### config.mk
export PLATFORM = sky130hd
export DESIGN_NAME = mem_access
export DESIGN_NICKNAME = d
export VERILOG_FILES = /design/src/rtl/mem_access.sv
export SDC_FILE = /design/constraint.sdc
export NUM_CORES = 1
export LEC_CHECK = 0
export ABC_AREA = 1
export BUFFER_PORTS_ARGS = -buffer_cell sky130_fd_sc_hd__buf_2
export CAP_MARGIN = 25
export CORE_ASPECT_RATIO = 0.9
export CORE_MARGIN = 1
export CORE_UTILIZATION = 35
export DETAILED_ROUTE_END_ITERATION = 8
export GPL_ROUTABILITY_DRIVEN = 0
export PLACE_DENSITY_LB_ADDON = 0.12
export SYNTH_ARGS = -nofsm -noshare
export SYNTH_HDL_FRONTEND = slang
export SYNTH_SLANG_ARGS = --single-unit
### constraint.sdc
create_clock -name clk -period 2.3 [get_ports clk]
set_input_delay 0.23 -clock clk [delete_from_list [all_inputs] [get_ports clk]]
set_output_delay 0.23 -clock clk [all_outputs]
set_load 0.005 [all_outputs]
### src/rtl/mem_access.sv
// MEM stage: byte-serial loads/stores over a shared, arbitrated RAM port.
// Optional MEM_MISALIGN_CHECK_EN adds misalign_o and rejects unaligned H/W accesses.
module mem_access #(
  parameter int ADDR_W = 32,
  parameter int DATA_W = 32
) (
  input  logic              clk,
  input  logic              rst,
  input  logic [4:0]        wd_i,
  input  logic              wreg_i,
  input  logic [DATA_W-1:0] wdata_i,
  input  logic [ADDR_W-1:0] memaddr_i,
  input  logic              memwr_i,
  input  logic [1:0]        memcnf_i,
  input  logic              memsigned_i,
  output logic [4:0]        wd_o,
  output logic              wreg_o,
  output logic [DATA_W-1:0] wdata_o,
  output logic              mem_req_o,
  input  logic              mem_gnt_i,
  output logic [ADDR_W-1:0] mem_a_o,
  output logic              mem_wr_o,
  output logic [7:0]        mem_dout_o,
  input  logic [7:0]        mem_din_i,
`ifdef MEM_MISALIGN_CHECK_EN
  output logic              misalign_o,
`endif
  output logic              mem_stall
);

  typedef enum logic [1:0] {S_IDLE, S_REQ, S_XFER, S_FINISH} state_t;

  state_t              r_state, w_next;
  logic [ADDR_W-1:0]   r_addr;
  logic                r_wr, r_signed, r_wreg;
  logic [2:0]          r_n, r_idx, w_n;
  logic [4:0]          r_wd;
  logic [DATA_W-1:0]   r_wdata, r_asm, w_load_val;
  logic                w_misalign, w_start;
  logic [1:0]          w_byte;

  always_comb begin
    case (memcnf_i)
      2'd1:    w_n = 3'd1;
      2'd2:    w_n = 3'd2;
      default: w_n = 3'd4;
    endcase
  end

`ifdef MEM_MISALIGN_CHECK_EN
  assign w_misalign = (memcnf_i == 2'd2 && memaddr_i[0]) ||
                      (memcnf_i == 2'd3 && memaddr_i[1:0] != 2'b00);
`else
  assign w_misalign = 1'b0;
`endif

  assign w_start = (r_state == S_IDLE) && (memcnf_i != 2'd0) && !w_misalign;
  // Load byte arriving now belongs to the address issued one cycle earlier.
  assign w_byte  = r_idx[1:0] - 2'd1;

  // NOTE: sequential state uses non-blocking assignments so every register
  // samples pre-edge values regardless of statement order.
  always_ff @(posedge clk) begin
    if (rst) begin
      r_state  <= S_IDLE;
      r_addr   <= '0;
      r_wr     <= 1'b0;
      r_signed <= 1'b0;
      r_wreg   <= 1'b0;
      r_n      <= 3'd0;
      r_idx    <= 3'd0;
      r_wd     <= 5'd0;
      r_wdata  <= '0;
      r_asm    <= '0;
    end else begin
      r_state <= w_next;
      if (w_start) begin
        r_addr   <= memaddr_i;
        r_wr     <= memwr_i;
        r_signed <= memsigned_i;
        r_wreg   <= wreg_i;
        r_n      <= w_n;
        r_wd     <= wd_i;
        r_wdata  <= wdata_i;
        r_asm    <= '0;
      end
      if (r_state == S_REQ) r_idx <= 3'd0;
      if (r_state == S_XFER) begin
        r_idx <= r_idx + 3'd1;
        if (!r_wr && r_idx != 3'd0) r_asm[{w_byte, 3'b000} +: 8] <= mem_din_i;
      end
    end
  end

  always_comb begin
    case (r_n)
      3'd1:    w_load_val = {{(DATA_W-8){r_signed & r_asm[7]}}, r_asm[7:0]};
      3'd2:    w_load_val = {{(DATA_W-16){r_signed & r_asm[15]}}, r_asm[15:0]};
      default: w_load_val = r_asm;
    endcase
  end

  // NOTE: every output gets a default before the case so no path infers a latch.
  always_comb begin
    w_next     = r_state;
    wd_o       = 5'd0;
    wreg_o     = 1'b0;
    wdata_o    = '0;
    mem_req_o  = 1'b0;
    mem_a_o    = '0;
    mem_wr_o   = 1'b0;
    mem_dout_o = 8'd0;
    mem_stall  = 1'b0;
`ifdef MEM_MISALIGN_CHECK_EN
    misalign_o = 1'b0;
`endif
    case (r_state)
      S_IDLE: begin
        if (memcnf_i == 2'd0) begin
          wd_o    = wd_i;
          wreg_o  = wreg_i;
          wdata_o = wdata_i;
        end else if (w_misalign) begin
          wd_o = wd_i;
`ifdef MEM_MISALIGN_CHECK_EN
          misalign_o = 1'b1;
`endif
        end else begin
          mem_stall = 1'b1;
          w_next    = S_REQ;
        end
      end
      S_REQ: begin
        mem_req_o = 1'b1;
        mem_stall = 1'b1;
        if (mem_gnt_i) w_next = S_XFER;
      end
      S_XFER: begin
        mem_req_o = 1'b1;
        mem_stall = 1'b1;
        if (r_wr) begin
          mem_a_o    = r_addr + ADDR_W'(r_idx);
          mem_wr_o   = 1'b1;
          mem_dout_o = r_wdata[{r_idx[1:0], 3'b000} +: 8];
          if (r_idx == r_n - 3'd1) w_next = S_FINISH;
        end else begin
          if (r_idx < r_n) mem_a_o = r_addr + ADDR_W'(r_idx);
          if (r_idx == r_n) w_next = S_FINISH;
        end
      end
      S_FINISH: begin
        wd_o    = r_wd;
        wreg_o  = r_wreg & ~r_wr;
        wdata_o = r_wr ? '0 : w_load_val;
        w_next  = S_IDLE;
      end
      default: w_next = S_IDLE;
    endcase
  end

endmodule
* After elaboration in Yosys (flattened, before gate mapping)
Cells that the tools add are included.
** Storage, ports and cells
- Memory bits (writable) :: 0
- Word-level logic and storage cells :: 78
- Memory bits (read-only) :: 0
- Memories :: 0
- Output and inout port bits :: 81
- Input port bits :: 85
- Bits in registers :: 112
- Bits in latches :: 0
** Cells by class
- Add/subtract/negate cells :: 5
- Multiplexer cells :: 32
- Order comparisons :: 1
- Reductions and logical operators :: 10
- Multiply operators :: 0
- Divide/modulo/power cells :: 0
- Shift-type cells :: 3
- Bitwise gates (word level) :: 4
- Equal/unequal tests :: 13
** Operator list (number)
- $mux 32 :: 9
- $pmux 32 s2 :: 2
- $add 32x3->32 :: 1
- $bwmux 32 :: 1
- $shift 8x7->32 const A :: 1
- $shiftx 32x6->8 :: 1
- $shiftx 8x7->32 :: 1
- $mux 8 :: 2
- $mux 2 :: 5
- $pmux 5 s2 :: 1
- $pmux 2 s4 :: 1
- $neg 5->7 :: 1
- $eq 2x2->1 const B :: 3
- $eq 3x3->1 :: 2
- $mux 3 :: 2
- $ne 3x2->1 const B :: 2
- $pmux 3 s2 :: 1
- $mux 1 :: 5
- $mux 5 :: 1
- $eq 2x1->1 const B :: 2
- $logic_not 2->1 :: 2
- $ne 2x2->1 const B :: 2
- $pmux 1 s2 :: 2
- $reduce_and 4->1 :: 1
- 13 further kinds :: 17

* Depth between registers and ports, before layout
Gate-level depths: netlist of the first run.
- Word-level depth :: 7
- Gate-level depth with buffers :: 11
- Gate-level depth less buffers :: 10

* Worst setup path before layout of the first run
Ideal clock, no wire load.
- Kind :: register to output
- Start point :: register r_idx[1]
- End point :: output mem_a_o[30]
- Data arrival time :: 2.144 ns
- Path buffers :: 1
- Stages on the path, launching flop included :: 11
- Data required time :: 2.070 ns
- Path slack :: -0.074 ns
- Cell sequence :: dfxtp_1 -> buf_2 -> clkinv_1 -> fa_1 -> o21ai_4 -> nand2_1 -> nor2_1 -> nand2_1 -> nand2_1 -> nand2_1 -> nor2_1
** Between the ends
- Word-level cells in the longest chain between the ends :: 4
- Elaborated cells between the ends (all ways) :: 5
- Classes of those cells :: add/sub (1); order compare (1); mux (3)
** Ends and longest elaborated chain
- start: declaration :: line 36 : logic [2:0] r_n, r_idx, w_n;
- start signal: assignment :: line 89 : r_idx <= r_idx + 3'd1;
- $add 32x3->32 / $lt 3x3->1 (equally long branches) :: line 142, 147
- $mux 32 :: line 147 : if (r_idx < r_n) mem_a_o = r_addr + ADDR_W'(r_idx);
- $mux 32 * :: line 141 : if (r_wr) begin
- $mux 32 * :: line 117 : case (r_state)
- end: declaration :: line 21 : output logic [ADDR_W-1:0] mem_a_o,
Mark *: on every way between the ends. The rest lies on a longest branch, timed or not.

* Worst setup path after layout of the first run
- Start point :: register r_addr[0]
- End point :: output mem_a_o[16]
** Between the ends
- Word-level cells in the longest chain between the ends :: 4
** Ends and longest elaborated chain
- start: declaration :: line 34 : logic [ADDR_W-1:0] r_addr;
- start signal: assignment :: line 78 : r_addr <= memaddr_i;
- $add 32x3->32 * :: line 142, 147
- $mux 32 :: line 147
- $mux 32 * :: line 141
- $mux 32 * :: line 117
Marked as above.

==> flow_summary.ini, run 1 <==
[power]
seq_power_share_pct = 33.8
fin_total_pwr_mw = 8.45
p_leak_nw = 3.84
pwr-share-clk_pct = 20.2
p_sw_mw = 3.79
power_density_mw_per_mm2 = 963
comb_power_share_pct = 46.0
vdd_drop_max_v = 0.000478
p_int_mw = 4.66
swShare_pct = 44.9

[critical_path]
end_kind = output pin
start_kind = register
required_ns = 2.07
crit_arrival_ns = 2.15
rrSetupSlack_ns = 0.25
critPathKind = register to output pin
cp_max_fo = 4

[global_route]
grt-ovfl-total = 0
grt_pass1_vias = 6633
grtUsageTotal_pct = 24.1
antenna_found_initial = 1
grt_pass1_wl_mm = 36.9
grt_max_degree = 66

[final_layout]
drive_gt1_share_pct = 25.5
multi_input_area_mm2 = 0.00428
nFillCells = 2025
nets = 1369
fin_cells = 1510
fin_area_mm2 = 0.00877
regArea_mm2 = 0.00226
syn2layout_area_growth_pct = 30.4
diodes = 0

[clock_tree]
cts_max_path_buffers = 2
insertion_delay_ns = 0.37
cts_buffers = 9
clkTransAtPathRegs_ns = 0.08
cts_tree = done
cts.htree.levels = 3
cts_sinks = 112
cts-root-buf = clkbuf_16

[floorplan]
die-area_mm2 = 0.0198
die_w_um = 148
start_util_pct = 36.2
coreArea_mm2 = 0.0186
core.rowCount = 47
die_y_um = 134
ios = 166

[detailed_routing]
routed_wl_mm = 24.6
vias = 7482
dr.pass1.iters = 6
avgViaCountPerCell = 4.95
antenna_left = 0
drc_errors = 0
routedWlPerCell_um = 16.3
drtIter0Drc = 616

[yosys]
ys.flop_type = dfxtp_1
syn_area_mm2 = 0.00673
synthDistinctLibCells = 35
synth-seq-cells = 112
synthArstFlopShare_pct = 0
avgSynthCellArea_um2 = 6.18
synth_edf_count = 0
synth_nets = 1198
syn_inst = 1089
yosysSeqAreaShare_pct = 33.3
yosysWarnings = 0

[timing]
setup-violations-final = 11
setup_ws_ns = -0.0838
clock_skew_ns = 0.0117
slew_headroom_pct = 45.6
slew_viol_final = 0
period_minus_slack_ns = 2.38
totalNegativeSetupSlack_ns = -0.575
worstMarginPinSlew_ns = 0.812
fmax_ghz = 0.419
timing.hold.ws_ns = 0.0832
hold_viol_final = 0
period_share_pct = 104
rsz0062_at_grt = true

[status]
status = finished, violations left
violations = negative setup slack

[placed_design]
dp_hpwl_mm = 17.1
port_buffers = 165
placed_area_mm2 = 0.00786
dp_cells = 1469

[min_path]
holdCritPathClass = input port to register

[run]
maxCapViolations = 0
## power groups by stage
stage | clock (mW) | sequential (mW) | combinational (mW)
after floorplan | 0 | 2.72 | 2.32
after global placement | 0 | 2.85 | 3.47
after detailed placement | 0 | 2.84 | 3.46
after CTS | 1.73 | 2.81 | 3.55
after global routing | 1.81 | 2.91 | 4.33
final | 1.70 | 2.86 | 3.89
## sequential cells by signal, indices dropped and copies added (netlist names)
register and count:
r_addr 32, r_asm 32, r_idx 3, r_n 3, r_signed 1, r_state 2, r_wd 5, r_wdata 32
r_wr 1, r_wreg 1
## worst paths after layout
check,startpoint,endpoint,depth (start not counted)
max,r_addr[0],mem_a_o[16],12
min,memaddr_i[21],r_addr[21],3
max reg2reg,r_idx[0],r_asm[20],8
min reg2reg,r_asm[13],r_asm[13],2
## timing repair
item / CTS / global route
pin swaps: 11 / 25
buffers inserted: 5 / 15
setup endpoints to repair: 48 / 54
endpoints found under the hold margin: 0 / 0
gates resized for setup: 37 / 58
hold buffers: 0 / 0
gates cloned: 2 / 4
## per-layer routing
metal | track usage (%) | up-vias | routed length [µm]
met4 | 4.93 | 0 | 250
met1 | 37.5 | 3411 | 12600
li1 | - | 3814 | -
met2 | 34.0 | 240 | 10100
met3 | 4.25 | 17 | 1640
met5 | 0 | - | 0
## cell usage after synthesis (3+ instances only)
cell type	number	share of area, %
nand2_1	242	14
a21oi_1	102	7.6
dfxtp_1	112	33
nor2_4	5	0.84
buf_2	18	1.3
nand3b_1	4	0.45
ha_1	23	4.3
nand3_1	49	3.6
xor2_1	5	0.65
inv_2	8	0.45
o21ai_0	105	7.8
nor2_2	12	1.1
nand2_2	3	0.28
nor2_1	282	16
a21oi_2	5	0.65
inv_1	60	3.3
clkbuf_1	27	1.5
nor3_1	7	0.52
## logic make-up (layout without fill, tap and decap cells)
family / count (synthesis) / in the layout / synth area share, %
XOR/XNOR: 5 / 5 / 0.651
AND/OR/NAND/NOR: 612 / 614 / 37.5
adder cells (fa/ha/maj): 24 / 24 / 4.58
AO/OA/AOI/OAI: 215 / 215 / 16.5
buffers and inverters: 121 / 295 / 7.48
flip-flops: 112 / 112 / 33.3
## metrics by stage
step | setup WS (ns) | util [%]
floorplan | 0.0644 | -
global placement | 0.144 | 42.3
detailed placement | 0.0461 | 42.3
CTS | -0.0902 | 45.0
global route | -0.197 | 47.2
finish | -0.0838 | 47.2
## area by class of cell
type                    instances  area share, %
repair buffers                207           15.0
well taps                     245           3.50
clock buffers                  11           2.77
clock inverters                 5          0.827
inverters                      71           3.27
repair inverters                1         0.0713
multi-input cells             858           48.8
flip-flops and latches        112           25.8
## placed cells by master (no fill, tap or decap), types with 2 or more instances in the layout
master / netlist / final
inv_1: 60 / 55
nand3_2: 1 / 2
inv_2: 8 / 11
dfxtp_4: 0 / 3
nor3_1: 7 / 4
buf_4: 1 / 28
nand2_2: 3 / 6
o21ai_2: 0 / 2
dfxtp_1: 112 / 103
nand3_1: 49 / 44
buf_6: 1 / 2
ha_2: 0 / 2
nor2_4: 5 / 15
buf_12: 0 / 9
a21oi_1: 102 / 100
clkbuf_16: 0 / 12
nor2_1: 282 / 269
nor2_2: 12 / 16
o21ai_0: 105 / 102
buf_2: 18 / 165
inv_6: 0 / 3
dfxtp_2: 0 / 6
xor2_1: 5 / 5
nor3_2: 0 / 3
ha_4: 0 / 5
nand3b_1: 4 / 4
nand3_4: 2 / 7
ha_1: 23 / 16
inv_4: 1 / 2
nand2_1: 242 / 235
a21oi_2: 5 / 7
nand2_4: 1 / 5
and3_1: 2 / 2
## critical path, cell delays in order (launching register included)
cell     delay [ns]
dfxtp_2        0.35
ha_4           0.14
inv_2          0.03
fa_2           0.36
o21ai_4        0.21
buf_12         0.15
nand2_4        0.07
nor2_4         0.12
nand2_1        0.07
nand2_1        0.06
nand2_1        0.04
nor2_1         0.07
buf_2          0.11
No activity file was read; power rests on OpenSTA's default activity.
==> run 2: changes to the inputs <==
Settings changed: CTS_BUF_LIST set to sky130_fd_sc_hd__clkbuf_8, MAX_ROUTING_LAYER set to met4, SKIP_CTS_REPAIR_TIMING set to 1.
==> run 2 against run 1 <==
  * The run still ends with negative setup slack left
  * Cell area fell by 1.8%
  * Wire length barely moved
  * Global-route usage rose by 0.16 points
  * Critical path depth fell by 1
  * Clock power fell by 24%
  * Worst hold slack got worse by 0.039 ns
  * Clock skew rose by 0.0015 ns
  * Power fell by 4.5%
  * Maximum frequency fell by 3.7%
  * Combinational power barely moved
==> flow_summary.ini, run 2 (synthesis gave the netlist of run 1 again) <==
[power]
swShare_pct = 46.5
pwr-share-clk_pct = 16.1
vdd_drop_max_v = 0.000526
fin_total_pwr_mw = 8.07
p_leak_nw = 3.77
p_sw_mw = 3.75
seq_power_share_pct = 35.3
p_int_mw = 4.32
power_density_mw_per_mm2 = 936
comb_power_share_pct = 48.6

[timing]
setup-violations-final = 18
slew_headroom_pct = 46.7
setup_ws_ns = -0.175
period_share_pct = 108
slew_viol_final = 0
clock_skew_ns = 0.0132
fmax_ghz = 0.404
rsz0062_at_grt = true
hold_viol_final = 0
period_minus_slack_ns = 2.47
worstMarginPinSlew_ns = 0.795

[critical_path]
r2r-end = r_asm[14]
path_cells = ha_4 -> inv_2 -> fa_2 -> o21ai_4 -> buf_12 -> buf_6 -> nand3b_1 -> nor2_2 -> nor2_1 -> nor2_1 -> buf_2
cpPeakStageDelay_ns = 0.38
rrSetupSlack_ns = 0.27
reg2reg_from = r_state[0]
critPathKind = register to output pin
end_kind = output pin
cpMostUsedCell = nor2_1
cp_num_buf_inv = 4
cpLargestDelayFamily = adder cells
cp_slowest_cell = dfxtp_4
start_kind = register
reg2reg_depth = 8
crit_arrival_ns = 2.24
required_ns = 2.07
cp_max_fo = 7

[global_route]
grtUsageTotal_pct = 24.3
grt_pass1_vias = 6505
grt-ovfl-total = 0
grt_max_degree = 66
grt_pass1_wl_mm = 36.1
antenna_found_initial = 1

[detailed_routing]
drtIter0Drc = 610
vias = 7533
routed_wl_mm = 24.5
avgViaCountPerCell = 5.00
routedWlPerCell_um = 16.3
antenna_left = 0
drc_errors = 0
dr.pass1.iters = 6

[clock_tree]
cts.htree.levels = 3
cts_max_path_buffers = 2
insertion_delay_ns = 0.40
cts_tree = done
cts_sinks = 112
clkTransAtPathRegs_ns = 0.11
cts-root-buf = clkbuf_8
cts_buffers = 9

[floorplan]
core.rowCount = 47
die_y_um = 134
start_util_pct = 36.2
die-area_mm2 = 0.0198
ios = 166
coreArea_mm2 = 0.0186
die_w_um = 148

[final_layout]
syn2layout_area_growth_pct = 28.1
drive_gt1_share_pct = 25.1
nets = 1366
final_cell_mix = nor2_1 (268), nand2_1 (233), buf_2 (165)
reg_top3 = r_addr x32, r_asm x32, r_wdata x32
fin_cells = 1508
final_common_cell = nor2_1

[placed_design]
dp_cells = 1469
dp_hpwl_mm = 17.1
port_buffers = 165
preCtsSetupSlack_ns = 0.0461

[status]
violations = negative setup slack
status = finished, violations left

[run]
maxCapViolations = 0

[min_path]
hold_start = memaddr_i[21]
min_path_cells = 3
hold_end = r_addr[21]
holdCritPathClass = input port to register
[run 2: cell type report]
| type | instances | area (µm²) |
|---|---|---|
| repair buffers | 203 | 1280 |
| diodes | 1 | 2.50 |
| flip-flops and latches | 112 | 2260 |
| clock buffers | 10 | 138 |
| multi-input cells | 859 | 4260 |
| inverters | 71 | 287 |
| well taps | 245 | 307 |
| clock inverters | 6 | 76.3 |
| fillers | 2037 | 9970 |
| repair inverters | 1 | 8.76 |
[run 2: power groups by stage]
| stage | sequential [mW] | clock (mW) | combinational, mW |
|---|---|---|---|
| after floorplan | 2.72 | 0 | 2.32 |
| after global placement | 2.85 | 0 | 3.47 |
| after detailed placement | 2.84 | 0 | 3.46 |
| after CTS | 2.80 | 1.34 | 3.48 |
| after global routing | 2.90 | 1.42 | 4.36 |
| final | 2.85 | 1.30 | 3.92 |
[run 2: how the worst max path moves through the flow]
| stage | slack [ns] | cells after the start | start | end |
|---|---|---|---|---|
| after floorplan | 0.06 | 10 | r_idx[1] | mem_a_o[30] |
| after global placement | 0.14 | 11 | r_idx[0] | mem_a_o[30] |
| after detailed placement | 0.05 | 11 | r_idx[0] | mem_a_o[30] |
| after CTS | -0.40 | 11 | r_idx[0] | mem_a_o[30] |
| after global routing | -0.31 | 12 | r_idx[0] | mem_a_o[18] |
| final | -0.17 | 11 | r_idx[0] | mem_a_o[18] |
[run 2: layer usage]
| metal | vias to the layer above | GRT usage (%) | share of wire, % | wire length, µm |
|---|---|---|---|---|
| li1 | 3817 | - | - | - |
| met1 | 3445 | 36.6 | 51 | 12500 |
| met2 | 252 | 33.1 | 41 | 10100 |
| met3 | 19 | 4.73 | 7.0 | 1710 |
| met4 | 0 | 4.35 | 0.89 | 219 |
| met5 | - | - | 0 | 0 |
[run 2: through the flow]
stage               TNS [ns]  util (%)  cell area, µm²  hold WS (ns)
floorplan                  0         -            6730         0.299
global placement           0      42.3            7860         0.447
detailed placement         0      42.3            7860         0.451
CTS                    -7.73      43.4            8070        0.0303
global route           -3.73      46.4            8620        0.0396
finish                 -1.20      46.4            8620        0.0445
[run 2: tightest hold or removal path, delay by kind of cell]
kind          cells  cell delay, ns
simple gates      2            0.12
buf+inv           1            0.07
